===== src/rtl/gpu_net_hub.sv =====
// GPU group network hub: per-input FIFOs, dest_id routing, round-robin
// output arbitration and saturating drop counter for out-of-group flits.
module gpu_net_hub #(
    parameter int NUM_PORTS  = 4,
    parameter int BASE_ID    = 20,
    parameter int FIFO_DEPTH = 4
) (
    input  logic                    ACLK,
    input  logic                    ARESETn,
    input  logic [NUM_PORTS*16-1:0] in_data,
    input  logic [NUM_PORTS-1:0]    in_valid,
    output logic [NUM_PORTS-1:0]    in_ready,
    output logic [NUM_PORTS*16-1:0] out_data,
    output logic [NUM_PORTS-1:0]    out_valid,
    input  logic [NUM_PORTS-1:0]    out_ready,
    output logic [15:0]             drop_count
);

    localparam int AW = $clog2(FIFO_DEPTH);
    localparam int PW = (NUM_PORTS > 1) ? $clog2(NUM_PORTS) : 1;
    localparam logic [6:0] ID_LO = 7'(BASE_ID);
    localparam logic [6:0] ID_HI = 7'(BASE_ID + NUM_PORTS - 1);

    logic [15:0]   mem_q      [NUM_PORTS][FIFO_DEPTH];
    logic [15:0]   mem_d      [NUM_PORTS][FIFO_DEPTH];
    logic [AW:0]   wr_ptr_q   [NUM_PORTS];
    logic [AW:0]   wr_ptr_d   [NUM_PORTS];
    logic [AW:0]   rd_ptr_q   [NUM_PORTS];
    logic [AW:0]   rd_ptr_d   [NUM_PORTS];
    logic [15:0]   out_data_q [NUM_PORTS];
    logic [15:0]   out_data_d [NUM_PORTS];
    logic [PW-1:0] rr_ptr_q   [NUM_PORTS];
    logic [PW-1:0] rr_ptr_d   [NUM_PORTS];
    logic [NUM_PORTS-1:0] out_valid_q;
    logic [NUM_PORTS-1:0] out_valid_d;
    logic [15:0]   drop_count_q;
    logic [15:0]   drop_count_d;

    logic [15:0]          head [NUM_PORTS];
    logic [PW-1:0]        tgt  [NUM_PORTS];
    logic [NUM_PORTS-1:0] full;
    logic [NUM_PORTS-1:0] empty;
    logic [NUM_PORTS-1:0] hit;
    logic [NUM_PORTS-1:0] drop;
    logic [NUM_PORTS-1:0] push;
    logic [NUM_PORTS-1:0] pop;

    // FIFO status and head decode
    always_comb begin
        for (int p = 0; p < NUM_PORTS; p++) begin
            logic [6:0] dest7;
            full[p]  = (wr_ptr_q[p][AW] != rd_ptr_q[p][AW]) &&
                       (wr_ptr_q[p][AW-1:0] == rd_ptr_q[p][AW-1:0]);
            empty[p] = (wr_ptr_q[p] == rd_ptr_q[p]);
            head[p]  = mem_q[p][rd_ptr_q[p][AW-1:0]];
            dest7    = {1'b0, head[p][15:10]};
            hit[p]   = !empty[p] && (dest7 >= ID_LO) && (dest7 <= ID_HI);
            drop[p]  = !empty[p] && !hit[p];
            tgt[p]   = PW'(dest7 - ID_LO);
            push[p]  = in_valid[p] && !full[p];
        end
    end

    // Output slots and round-robin grant
    always_comb begin
        pop         = drop;
        out_valid_d = out_valid_q;
        out_data_d  = out_data_q;
        rr_ptr_d    = rr_ptr_q;
        for (int q = 0; q < NUM_PORTS; q++) begin
            logic          found;
            logic [PW-1:0] gnt;
            logic [PW-1:0] cand;
            int            c;
            found = 1'b0;
            gnt   = '0;
            cand  = '0;
            c     = 0;
            if (!out_valid_q[q] || out_ready[q]) begin
                for (int i = 0; i < NUM_PORTS; i++) begin
                    c = int'(rr_ptr_q[q]) + i;
                    if (c >= NUM_PORTS) c = c - NUM_PORTS;
                    cand = PW'(c);
                    if (!found && hit[cand] && (tgt[cand] == PW'(q))) begin
                        found = 1'b1;
                        gnt   = cand;
                    end
                end
                if (found) begin
                    out_data_d[q]  = head[gnt];
                    out_valid_d[q] = 1'b1;
                    pop[gnt]       = 1'b1;
                    rr_ptr_d[q]    = PW'((int'(gnt) + 1) % NUM_PORTS);
                end else begin
                    out_valid_d[q] = 1'b0;
                end
            end
        end
    end

    always_comb begin
        mem_d = mem_q;
        for (int p = 0; p < NUM_PORTS; p++) begin
            wr_ptr_d[p] = wr_ptr_q[p] + (AW+1)'(push[p]);
            rd_ptr_d[p] = rd_ptr_q[p] + (AW+1)'(pop[p]);
            if (push[p])
                mem_d[p][wr_ptr_q[p][AW-1:0]] = in_data[16*p +: 16];
        end
    end

    always_comb begin
        logic [16:0] sum;
        sum = {1'b0, drop_count_q};
        for (int p = 0; p < NUM_PORTS; p++)
            sum = sum + 17'(drop[p]);
        drop_count_d = sum[16] ? 16'hFFFF : sum[15:0];
    end

    always_ff @(posedge ACLK or negedge ARESETn) begin
        if (!ARESETn) begin
            for (int p = 0; p < NUM_PORTS; p++) begin
                for (int e = 0; e < FIFO_DEPTH; e++)
                    mem_q[p][e] <= '0;
                wr_ptr_q[p]   <= '0;
                rd_ptr_q[p]   <= '0;
                out_data_q[p] <= '0;
                rr_ptr_q[p]   <= '0;
            end
            out_valid_q  <= '0;
            drop_count_q <= '0;
        end else begin
            mem_q        <= mem_d;
            wr_ptr_q     <= wr_ptr_d;
            rd_ptr_q     <= rd_ptr_d;
            out_data_q   <= out_data_d;
            rr_ptr_q     <= rr_ptr_d;
            out_valid_q  <= out_valid_d;
            drop_count_q <= drop_count_d;
        end
    end

    always_comb begin
        for (int p = 0; p < NUM_PORTS; p++)
            out_data[16*p +: 16] = out_data_q[p];
    end

    assign in_ready   = ~full;
    assign out_valid  = out_valid_q;
    assign drop_count = drop_count_q;

endmodule


===== config.mk =====
export PLATFORM = sky130hd
export DESIGN_NAME = gpu_net_hub
export DESIGN_NICKNAME = d
export VERILOG_FILES = /design/src/rtl/gpu_net_hub.sv
export SDC_FILE = /design/constraint.sdc
export NUM_CORES = 1
export LEC_CHECK = 0
export BUFFER_PORTS_ARGS = -buffer_cell sky130_fd_sc_hd__buf_2
export CAP_MARGIN = 20
export CORE_UTILIZATION = 54
export CTS_CLUSTER_SIZE = 8
export DETAILED_ROUTE_END_ITERATION = 8
export PLACE_DENSITY_LB_ADDON = 0.25
export SLEW_MARGIN = 20
export SYNTH_ARGS = -nofsm -noshare
export SYNTH_HDL_FRONTEND = slang
export SYNTH_SLANG_ARGS = --single-unit

===== constraint.sdc =====
create_clock -name ACLK -period 4.4 [get_ports ACLK]
set_input_delay 0.44 -clock ACLK [delete_from_list [all_inputs] [get_ports ACLK]]
set_output_delay 0.44 -clock ACLK [all_outputs]
set_load 0.03 [all_outputs]

# == Yosys cells after proc, flatten, opt, wreduce, memory -nomap -nowiden ==
# Index checks and enable logic that the tools add are counted.
# op_classes
add_sub_neg,48
n_mul,0
div,0
order_cmp,80
n_eq_ne,24
shifts,0
n_mux,221
bitwise,33
n_reduce_logical,96
# ops
op,count
two-way mux 16 bit,21
binary-select mux 16 bit (select 2 bit),8
bitwise mux 64 bit,4
two-way mux 2 bit,84
demux 16 bit (select 2 bit),4
greater-or-equal comparator 3 bit (second input constant),40
NOT 2 -> 3 bit,28
binary-select mux 2 bit (select 2 bit),16
< comparator 2 x 3 -> 1 bit (second input constant),20
logical AND 1 bit,56
two-way mux 1 bit,56
adder 17 x 1 -> 17 bit,3
subtractor 2 x 1 -> 2 bit (second input constant),20
binary-select mux 1 bit (select 2 bit),16
two-way mux 4 bit,8
zero test 1 bit,28
adder 2 x 2 -> 3 bit (second input constant),8
adder 3 x 1 -> 3 bit,8
greater-or-equal comparator 6 x 5 -> 1 bit (second input constant),4
less-or-equal comparator 6 x 5 -> 1 bit (second input constant),4
adder 16 x 1 -> 17 bit,1
equality test 2 bit (second input constant),8
bitwise OR 4 bit,4
adder 2 x 1 -> 3 bit (second input constant),4
other kinds (13),49
# word_totals
regBits,372
latchBits,0
mem_bits_rw,0
rom_bits,0
memories,0

# == Logic depth before layout (Yosys ltp) ==
# Gate-level depths: netlist of run 1.
# logic_depth
depth_word,44
mapped_depth,18
ltp_nobuf,15

# == Least setup slack after synthesis of run 1 ==
# Ideal clock, no wire load.
# synth_path
path_kind,flip-flop to flip-flop
startpoint,register rd_ptr_q[4] (netlist bit)
endpoint,"register drop_count_q[10], in the netlist drop_count[10]"
t_arrival_ns,4.199
t_required_ns,4.332
slack_ns,0.134
path_stages_with_launch,16
cell_sequence,dfrtp_1 > clkbuf_1 > mux4_2 > or3_1 > nand2b_1 > fa_1 > fa_1 > fa_1 > and3b_1 > and3_1 > inv_1 > nor2_1 > and3_1 > nand3_1 > clkbuf_1 > nand2_1
# synth_between
elab_chain_len,12
elab_cells_between_ends,15
# synth_lines
element,line,text
"start, declared",28,logic [AW:0] rd_ptr_q [NUM_PORTS];
"start signal, assigned",134,rd_ptr_q <= rd_ptr_d;
NOT 2 -> 3 bit (not written as such),55,head[p] = mem_q[p][rd_ptr_q[p][AW-1:0]];
binary-select mux 16 bit (select 2 bit),55,
two-way mux 16 bit (not written as such) (2 in series),55,
greater-or-equal comparator 6 x 5 -> 1 bit,57,hit[p] = !empty[p] && (dest7 >= ID_LO) && (dest7 <= ID_HI);
logical AND 1 bit (2 in series),57,
zero test 1 bit,58,drop[p] = !empty[p] && !hit[p];
logical AND 1 bit (*),58,
adder 17 x 1 -> 17 bit (*) (2 in series),115,sum = sum + 17'(drop[p]);
two-way mux 16 bit (*),116,drop_count_d = sum[16] ? 16'hFFFF : sum[15:0];
named net drop_count_d[10],37,logic [15:0] drop_count_d;
"end signal, assigned",138,drop_count_q <= drop_count_d;
"end, declared",36,logic [15:0] drop_count_q;
# The timed path passes the listed nets; every way through them passes the cells marked *. The select of a mux whose other input is x is not followed.
# A chain may end at the register's enable or synchronous reset.

==> metrics.yaml, run 1 <==
cells_and_area:
  area_delta_synth_final_pct: 16.0
  nNetsFinal: 1644
  finalCoreUtilization_pct: 63.9
  final_common_cell: "dfrtp_1"
  fillCellCount: 2471
  drive_above_1_share_pct: 41.7
  mostFrequentLayoutCells: "dfrtp_1, mux2_2, buf_2"
  antenna_cells: 0
hold_path:
  holdPathStages: 2
  hp-start: "in_data[60]"
  hold_path.class: "input pin to flip-flop"
synth:
  synth_area_leaders: "dfrtp_1, mux2_2, mux4_2"
  synth_area_um2: 18000
  ys_ff_latch: 372
  syn_nets: 1455
  synth_top_family_by_area: "multiplexers"
  postSynthCellCount: 1349
  synthSimpleGateAreaFrac_pct: 7.92
  synth-adder-area-share_pct: 2.35
  synth_mux_area_share_pct: 26.9
  synth_warnings: 0
  synth_compound_gate_area_share_pct: 6.74
  synth_flop_cell: "dfrtp_1"
  ys_types: 70
  synth_top_area_share_pct: 51.8
  synth_edf_count: 0
  syn_area_per_cell_um2: 13.3
  synthArstFlopShare_pct: 100
  ys_seq_area_share_pct: 51.8
  synth_xor_area_share_pct: 1.56
  synth_top_area_cell: "dfrtp_1"
clock_tree:
  htreeDepth: 2
  cts.sinks: 372
  clk_pin_slew_worst_paths_ns: 0.05
  worst_skew_pair.late_latency_ns: 0.57
  numCtsBuffers: 52
  clock_tree.buffer_depth: 3
  cts_root_buf: "clkbuf_16"
  cts_tree: "built"
detailed_routing:
  viasPerCell: 6.01
  drt-initial-drc-count: 904
  ant_nets: 0
  drt_wl_total_um: 44000
  drtPass1Iterations: 8
  drc: 0
  routedWlPerCell_um: 22.2
  via_count: 11900
floorplanning:
  initial_utilization_pct: 55.1
  ioPinCount: 162
  core_um2: 32600
  die_w_um: 184
  die-area_um2: 34000
  fp.dieH_um: 184
  rows: 66
global_routing:
  grt_pass1_vias: 12000
  antenna_found_initial: 2
  grt_pass1_wl_um: 68500
  track_usage_pct: 26.4
  grt_max_degree: 114
  overflow: 0
power_and_ir_drop:
  p_comb_share_pct: 48.4
  p_sw_share_pct: 39.5
  seq_power_share_pct: 33.0
  p_clk_share_pct: 18.6
  max-vdd-ir-drop_v: 0.000404
  p_switching_mw: 7.43
  p_leak_nw: 9.34
  p_int_mw: 11.4
  power_density_nw_per_um2: 901
  power.total_mw: 18.8
setup_path:
  critPathRequiredTime_ns: 4.84
  r2r_cells: 13
  cp.arrival_ns: 4.71
  startpoint: "mem_q[79]"
  path_class: "flip-flop to flip-flop"
  r2r-start: "mem_q[79]"
  crit_path_end_kind: "flip-flop"
  worst_setup_path_start_kind: "flip-flop"
  crit_fanout: 6
timing:
  rsz0062_at_grt: "no"
  hold_viol_final: 0
  finalCriticalPeriod_ns: 4.27
  slew_violations: 0
  fin_crit_sh_pct: 97.1
  final.setup.worst_slack_ns: 0.126
  finClkSkew_ns: 0.0155
  tightest_slew_ns: 0.989
  slew_headroom_pct: 33.9
  setup_viol: 0
  tns_ns: 0
  fmax_mhz: 234
place:
  io_buffers: 161
  hpwlAfterDp_um: 31100
  gp_routability_congestion: 0.919
  preCtsSetupSlack_ns: -0.0335
run:
  drv_cap: 0
status:
  status: "complete, no violations"
final timing paths:
path	slack, ns	end
min in group asynchronous	0.53	mem_q[28]
worst min-delay path	0.15	mem_q[12]
max in group asynchronous	2.56	wr_ptr_q[6]
worst max register to register	0.13	rd_ptr_q[11]
worst min register to register	0.46	out_data[62]
worst max-delay path	0.13	rd_ptr_q[11]
cells by family after synthesis:
group           after synthesis
mux                         375
flops                       372
simple gates                272
compound gates              151
buf+inv                     115
xor+xnor                     32
fa+ha+maj                    32
per-stage QoR:
stage	instance area, um2	hold slack, ns	instances
final	20900	0.151	1984
after global routing	20900	0.151	1984
after CTS	20800	0.138	1983
after detailed placement	19400	0.447	1923
after global placement	19400	0.443	1923
after floorplan	18000	0.144	1349
repair_timing:
item,4_1_cts,5_1_grt
hold endpoints to repair,10,0
hold buffers,1,0
resized for setup,2,3
buffers inserted,1,1
endpoints found under the setup margin,13,13
synthesized netlist by cell type (3+ instances only):
cell       number
buf_1           8
nor3b_1         5
or2_1           7
buf_2          15
mux2_2        261
o21ai_0        18
mux2_4          4
fa_1            3
nand3_1        23
nor2_1         51
a221oi_2       10
nand2_1        58
nand2b_1       16
nand4_1         6
o2bb2ai_1      10
a21o_1          3
mux2i_1        49
xnor2_1         5
nand3b_1        5
xor2_1         27
dfrtp_1       372
clkbuf_1       53
nor3_1         13
nor2b_1        11
a2111oi_0      13
a31oi_1         3
or3_1           9
or2_2          15
and2_1         17
o21a_1          3
nor4_1         12
inv_1          33
mux4_2         59
or4_1           6
ha_1           29
and3_1          8
a21oi_1        22
a221o_1        15
a211oi_1       30
power groups by stage:
| stage | clock [mW] | sequential [mW] | combinational, mW |
|---|---|---|---|
| 3_3_place_gp | 0 | 6.15 | 8.73 |
| 2_1_floorplan | 0 | 6.24 | 6.16 |
| 4_1_cts | 3.58 | 6.20 | 9.02 |
| 3_5_place_dp | 0 | 6.24 | 8.95 |
| 5_1_grt | 3.71 | 6.41 | 9.73 |
| 6_report | 3.51 | 6.20 | 9.09 |
registers in the layout, indices dropped and copies added (netlist names):
signal	flops
mem_q	256
out_data	64
drop_count	16
rd_ptr_q	12
wr_ptr_q	12
rr_ptr_q	8
out_valid	4
metal layers:
metal	wire, um	vias up	global-route usage [%]
li1	-	5318	-
met1	19000	6135	37.1
met2	21300	374	42.4
met3	2630	94	4.58
met4	1030	4	7.33
met5	18	-	0
area by class of cell:
type	count	area (um2)	share of cell area, %
timing repair buffer	216	1240	5.96
sequential	372	9310	44.6
clock inverter	2	40.0	0.192
clock buffer	56	1350	6.46
multi-input combinational	862	8230	39.5
inverter	34	128	0.612
tap	442	553	2.65
critical path, stage by stage, from the launching register on:
cell,delay [ns]
dfrtp_1,0.36
or2_2,0.29
mux4_2,0.53
buf_4,0.17
or4_1,0.66
or3_1,0.45
o211ai_1,0.17
inv_2,0.09
ha_1,0.19
a222oi_1,0.33
o311ai_0,0.31
ha_1,0.28
ha_1,0.19
xor2_1,0.14
Note: power is estimated with default switching activity, not from simulation.
==> inputs of run 2 (changes only) <==
--- a/config.mk
+++ b/config.mk
@@ -7,6 +7,7 @@
 export LEC_CHECK = 0
 export BUFFER_PORTS_ARGS = -buffer_cell sky130_fd_sc_hd__buf_2
 export CAP_MARGIN = 20
+export CORE_MARGIN = 8
 export CORE_UTILIZATION = 54
 export CTS_CLUSTER_SIZE = 8
 export DETAILED_ROUTE_END_ITERATION = 8
==> run 2 against run 1 <==
Sequential power is essentially flat. Via count shrank 0.30%. Global-route usage shrank 3.3 points. Cell count grew 0.35%. Routed wire length grew 2.5%. Cell area grew 0.15%. Largest cell class unchanged. Non-clock buffer count is the same. Utilization shrank 1.0 points. Register-to-register slack gained 0.02 ns.
==> metrics.yaml, run 2 (synthesis gave the netlist of run 1 again) <==
power_and_ir_drop:
  p_leak_nw: 9.35
  max-vdd-ir-drop_v: 0.000506
  power_density_nw_per_um2: 899
timing:
  finalCriticalPeriod_ns: 4.26
  finClkSkew_ns: 0.0198
  fin_crit_sh_pct: 96.8
  slew_violations: 0
  hold_viol_final: 0
  tns_ns: 0
  slew_headroom_pct: 33.5
  tightest_slew_ns: 0.996
  fmax_mhz: 235
  setup_viol: 0
setup_path:
  rr_endpoint: "rd_ptr_q[11]"
  r2r_cells: 13
  reg2reg_slack_ns: 0.14
  endpoint: "rd_ptr_q[11]"
  critPathRequiredTime_ns: 4.84
  worst_setup_path_start_kind: "flip-flop"
  r2r-start: "mem_q[79]"
  path_class: "flip-flop to flip-flop"
  crit_fanout: 6
  crit_path_end_kind: "flip-flop"
  cp.arrival_ns: 4.70
  startpoint: "mem_q[79]"
detailed_routing:
  routedWlPerCell_um: 22.6
  drtPass1Iterations: 5
  drt_wl_total_um: 45100
  via_count: 11900
  drt-initial-drc-count: 770
  viasPerCell: 5.97
  drc: 0
  ant_nets: 0
global_routing:
  grt_pass1_wl_um: 71300
  grt_max_degree: 111
  antenna_found_initial: 1
  grt_pass1_vias: 12300
  overflow: 0
  track_usage_pct: 23.1
clock_tree:
  worst_skew_pair.late_latency_ns: 0.56
  clk_pin_slew_worst_paths_ns: 0.05
  cts_root_buf: "clkbuf_16"
  clock_tree.buffer_depth: 3
  cts.sinks: 372
  numCtsBuffers: 52
  cts_tree: "built"
  htreeDepth: 2
cells_and_area:
  nNetsFinal: 1644
  top_register: "mem_q"
  largest_reg_flops: 256
  area_delta_synth_final_pct: 16.2
  fin_area_um2: 20900
  layoutNonFillerInstCount: 1991
  mostFrequentLayoutCells: "dfrtp_1, mux2_2, buf_2"
  drive_above_1_share_pct: 41.7
  final_common_cell: "dfrtp_1"
  fillCellCount: 2604
floorplanning:
  core_um2: 33200
  die_w_um: 198
  ioPinCount: 162
  rows: 67
  fp.dieH_um: 198
  die-area_um2: 39400
  initial_utilization_pct: 54.2
place:
  dpl_cell_area_um2: 19500
  hpwlAfterDp_um: 32200
  io_buffers: 161
  gp_routability_congestion: 0.913
  placed_cells: 1930
hold_path:
  hp-start: "in_data[9]"
  hold_path.class: "input pin to flip-flop"
status:
  status: "complete, no violations"
run:
  drv_cap: 0
## run 2: layer usage
| layer | wire length (um) | vias to the layer above | GRT usage [%] |
|---|---|---|---|
| li1 | - | 5333 | - |
| met1 | 19300 | 6095 | 31.7 |
| met2 | 21800 | 367 | 37.4 |
| met3 | 2740 | 92 | 4.23 |
| met4 | 1170 | 2 | 6.81 |
| met5 | 12 | - | 0 |
## run 2: power by group
group	leakage, nW	internal, mW	switching [mW]
Clock	0.682	2.13	1.40
Sequential	4.40	5.10	1.12
Combinational	4.26	4.15	4.87
## run 2: worst max-delay path: stages, from the launching register on
cell and delay, ns:
dfrtp_1 0.36, or2_2 0.30, mux4_2 0.55, buf_4 0.17, or4_1 0.66, or3_1 0.44, o211ai_1 0.18, inv_2 0.10
ha_1 0.22, a222oi_1 0.33, o311ai_1 0.25, ha_1 0.25, ha_1 0.18, xor2_1 0.14
## run 2: worst min path at each step
stage / endpoint / cells after the start
global route: mem_q[179] / 2
finish: mem_q[201] / 2
detailed placement: out_data[62] / 1
floorplan: drop_count[0] / 0
global placement: out_data[60] / 1
CTS: mem_q[201] / 2
## run 2: area by class of cell
class / instances / area [um2] / share of cell area [%]
tap: 448 / 561 / 2.68
sequential: 372 / 9310 / 44.6
inverter: 34 / 128 / 0.611
antenna: 1 / 2.50 / 0.0120
clock inverter: 2 / 40.0 / 0.192
timing repair buffer: 216 / 1260 / 6.01
multi-input combinational: 862 / 8240 / 39.5
clock buffer: 56 / 1350 / 6.45
## run 2: metrics by stage
step	util, %	hold slack, ns	power [mW]	setup WS, ns
finish	62.9	0.162	18.8	0.141
global route	62.9	0.156	19.9	-0.00761
CTS	62.8	0.144	18.8	0.0250
detailed placement	58.6	0.447	15.2	0.0135
global placement	58.6	0.444	14.9	0.0673
floorplan	-	0.144	12.4	0.134
## run 2: what timing repair did
action,4_1_cts,5_1_grt
hold buffers,1,0
buffers inserted,0,1
setup endpoints to repair,13,16
pin swaps,0,0
resized for setup,1,6
endpoints found under the hold margin,80,0
==> inputs of run 3 (changes only) <==
--- a/config.mk
+++ b/config.mk
@@ -11,7 +11,7 @@
 export CORE_UTILIZATION = 54
 export CTS_CLUSTER_SIZE = 8
 export DETAILED_ROUTE_END_ITERATION = 8
-export PLACE_DENSITY_LB_ADDON = 0.25
+export PLACE_DENSITY_LB_ADDON = 0.05
 export SLEW_MARGIN = 20
 export SYNTH_ARGS = -nofsm -noshare
 export SYNTH_HDL_FRONTEND = slang
==> run 3 against run 2 <==
Clock-buffer cell count unchanged. Critical path depth grew 2. Cell area up 0.20%. Fmax is 0.34% higher. Largest power group unchanged. Sequential power barely moved. Sequential share of layout area decreased by 0.091 points. Power down 0.18%. Routed wire length is 0.37% higher. Critical path type unchanged.
==> metrics.yaml, run 3 (synthesis gave the netlist of run 1 again) <==
status:
  status: "complete, no violations"
detailed_routing:
  drtPass1Iterations: 5
  routedWlPerCell_um: 22.7
  ant_nets: 0
  drt_wl_total_um: 45200
  drc: 0
  drt-initial-drc-count: 633
  viasPerCell: 5.88
  via_count: 11700
power_and_ir_drop:
  power_density_nw_per_um2: 895
  power.total_mw: 18.7
  p_leak_nw: 9.38
  max-vdd-ir-drop_v: 0.000477
clock_tree:
  htreeDepth: 2
  post_cts_buffers: 0
  clk_pin_slew_worst_paths_ns: 0.05
  worst_skew_pair.late_latency_ns: 0.56
  cts_root_buf: "clkbuf_16"
  cts_tree: "built"
  numCtsBuffers: 52
  clock_tree.buffer_depth: 3
  cts.sinks: 372
setup_path:
  critPathRequiredTime_ns: 4.84
  path_class: "flip-flop to flip-flop"
  crit_path_end_kind: "flip-flop"
  cp.arrival_ns: 4.69
  crit_fanout: 6
  worst_setup_path_start_kind: "flip-flop"
cells_and_area:
  antenna_cells: 0
  area_delta_synth_final_pct: 16.4
  final_common_cell: "dfrtp_1"
  drive_above_1_share_pct: 41.9
  mostFrequentLayoutCells: "dfrtp_1, mux2_2, buf_2"
  nNetsFinal: 1650
  top_register: "mem_q"
  finalCoreUtilization_pct: 63.0
  layoutNonFillerInstCount: 1996
  largest_reg_flops: 256
floorplanning:
  fp.dieH_um: 198
  core_um2: 33200
  ioPinCount: 162
  die-area_um2: 39400
  rows: 67
  die_w_um: 198
  initial_utilization_pct: 54.2
timing:
  slew_violations: 0
  slew_headroom_pct: 32.2
  fmax_mhz: 236
  tns_ns: 0
  hold_viol_final: 0
  fin_crit_sh_pct: 96.5
  finClkSkew_ns: 0.0149
  finalCriticalPeriod_ns: 4.24
  setup_viol: 0
  tightest_slew_ns: 1.02
hold_path:
  hold_path.class: "input pin to flip-flop"
run:
  drv_cap: 0
global_routing:
  use_met2_pct: 36.5
  grt_pass1_vias: 12200
  antenna_found_initial: 1
  grt_use_met3_pct: 4.75
  grt_pass1_wl_um: 71400
  grt.busiest_layer: "met2"
  overflow: 0
  grt_max_degree: 125
  met1_usage_pct: 32.4
  track_usage_pct: 23.4
place:
  hpwlAfterDp_um: 32700
  placed_cells: 1936
  gp_routability_congestion: 0.934
  io_buffers: 161
run 3: layout make-up:
| type | instances | area (um2) |
|---|---|---|
| Fill cell | 2662 | 12300 |
| Timing Repair Buffer | 222 | 1320 |
| Inverter | 34 | 128 |
| Tap cell | 448 | 561 |
| Clock inverter | 2 | 17.5 |
| Clock buffer | 56 | 1350 |
| Multi-Input combinational cell | 862 | 8250 |
| Sequential cell | 372 | 9310 |
run 3: routing by layer:
| layer | up-vias | part of all wire, % |
|---|---|---|
| met5 | - | 0.027 |
| met4 | 2 | 3.3 |
| met3 | 90 | 5.7 |
| met2 | 320 | 47 |
| met1 | 5973 | 44 |
| li1 | 5348 | - |
run 3: worst max-delay path, cell delays in order (launching register included):
cell	delay, ns
dfrtp_1	0.37
or2_2	0.29
mux4_2	0.54
buf_4	0.18
or4_1	0.68
a31oi_1	0.28
a211o_1	0.18
o211ai_1	0.16
ha_1	0.23
inv_1	0.04
o21ai_0	0.11
a21o_1	0.18
a221o_1	0.35
ha_1	0.22
ha_1	0.19
xor2_1	0.14
run 3: timing repair:
| action | CTS | global route |
|---|---|---|
| gates resized for setup | 0 | 7 |
| hold endpoints to repair | 0 | 24 |
| endpoints found under the setup margin | 0 | 16 |
| hold buffers | 0 | 1 |
run 3: final timing paths:
kind                               from           end  slack, ns  depth (start not counted)
setup / recovery             mem_q[111]   rd_ptr_q[5]       0.16                         15
hold / removal              in_data[33]    mem_q[113]       0.16                          2
setup reg to reg             mem_q[111]   rd_ptr_q[5]       0.16                         15
hold reg to reg            out_data[62]  out_data[62]       0.46                          1
max in group asynchronous       ARESETn    mem_q[234]       2.70                          4
min in group asynchronous       ARESETn     mem_q[15]       0.34                          2
run 3: per-stage QoR:
stage / setup WS [ns] / instance area [um2] / hold slack (ns)
final: 0.156 / 20900 / 0.158
after global routing: -0.00868 / 20900 / 0.141
after CTS: 0.0131 / 20900 / 0.00188
after detailed placement: 0.0170 / 19500 / 0.448
after global placement: 0.0585 / 19500 / 0.443
after floorplan: 0.134 / 18000 / 0.144
run 3: power by group:
part / internal, mW / leakage (nW) / switching [mW]
Clock: 2.12 / 0.672 / 1.35
Combinational: 4.17 / 4.30 / 4.89
Sequential: 5.10 / 4.40 / 1.11
Total: 11.4 / 9.38 / 7.35
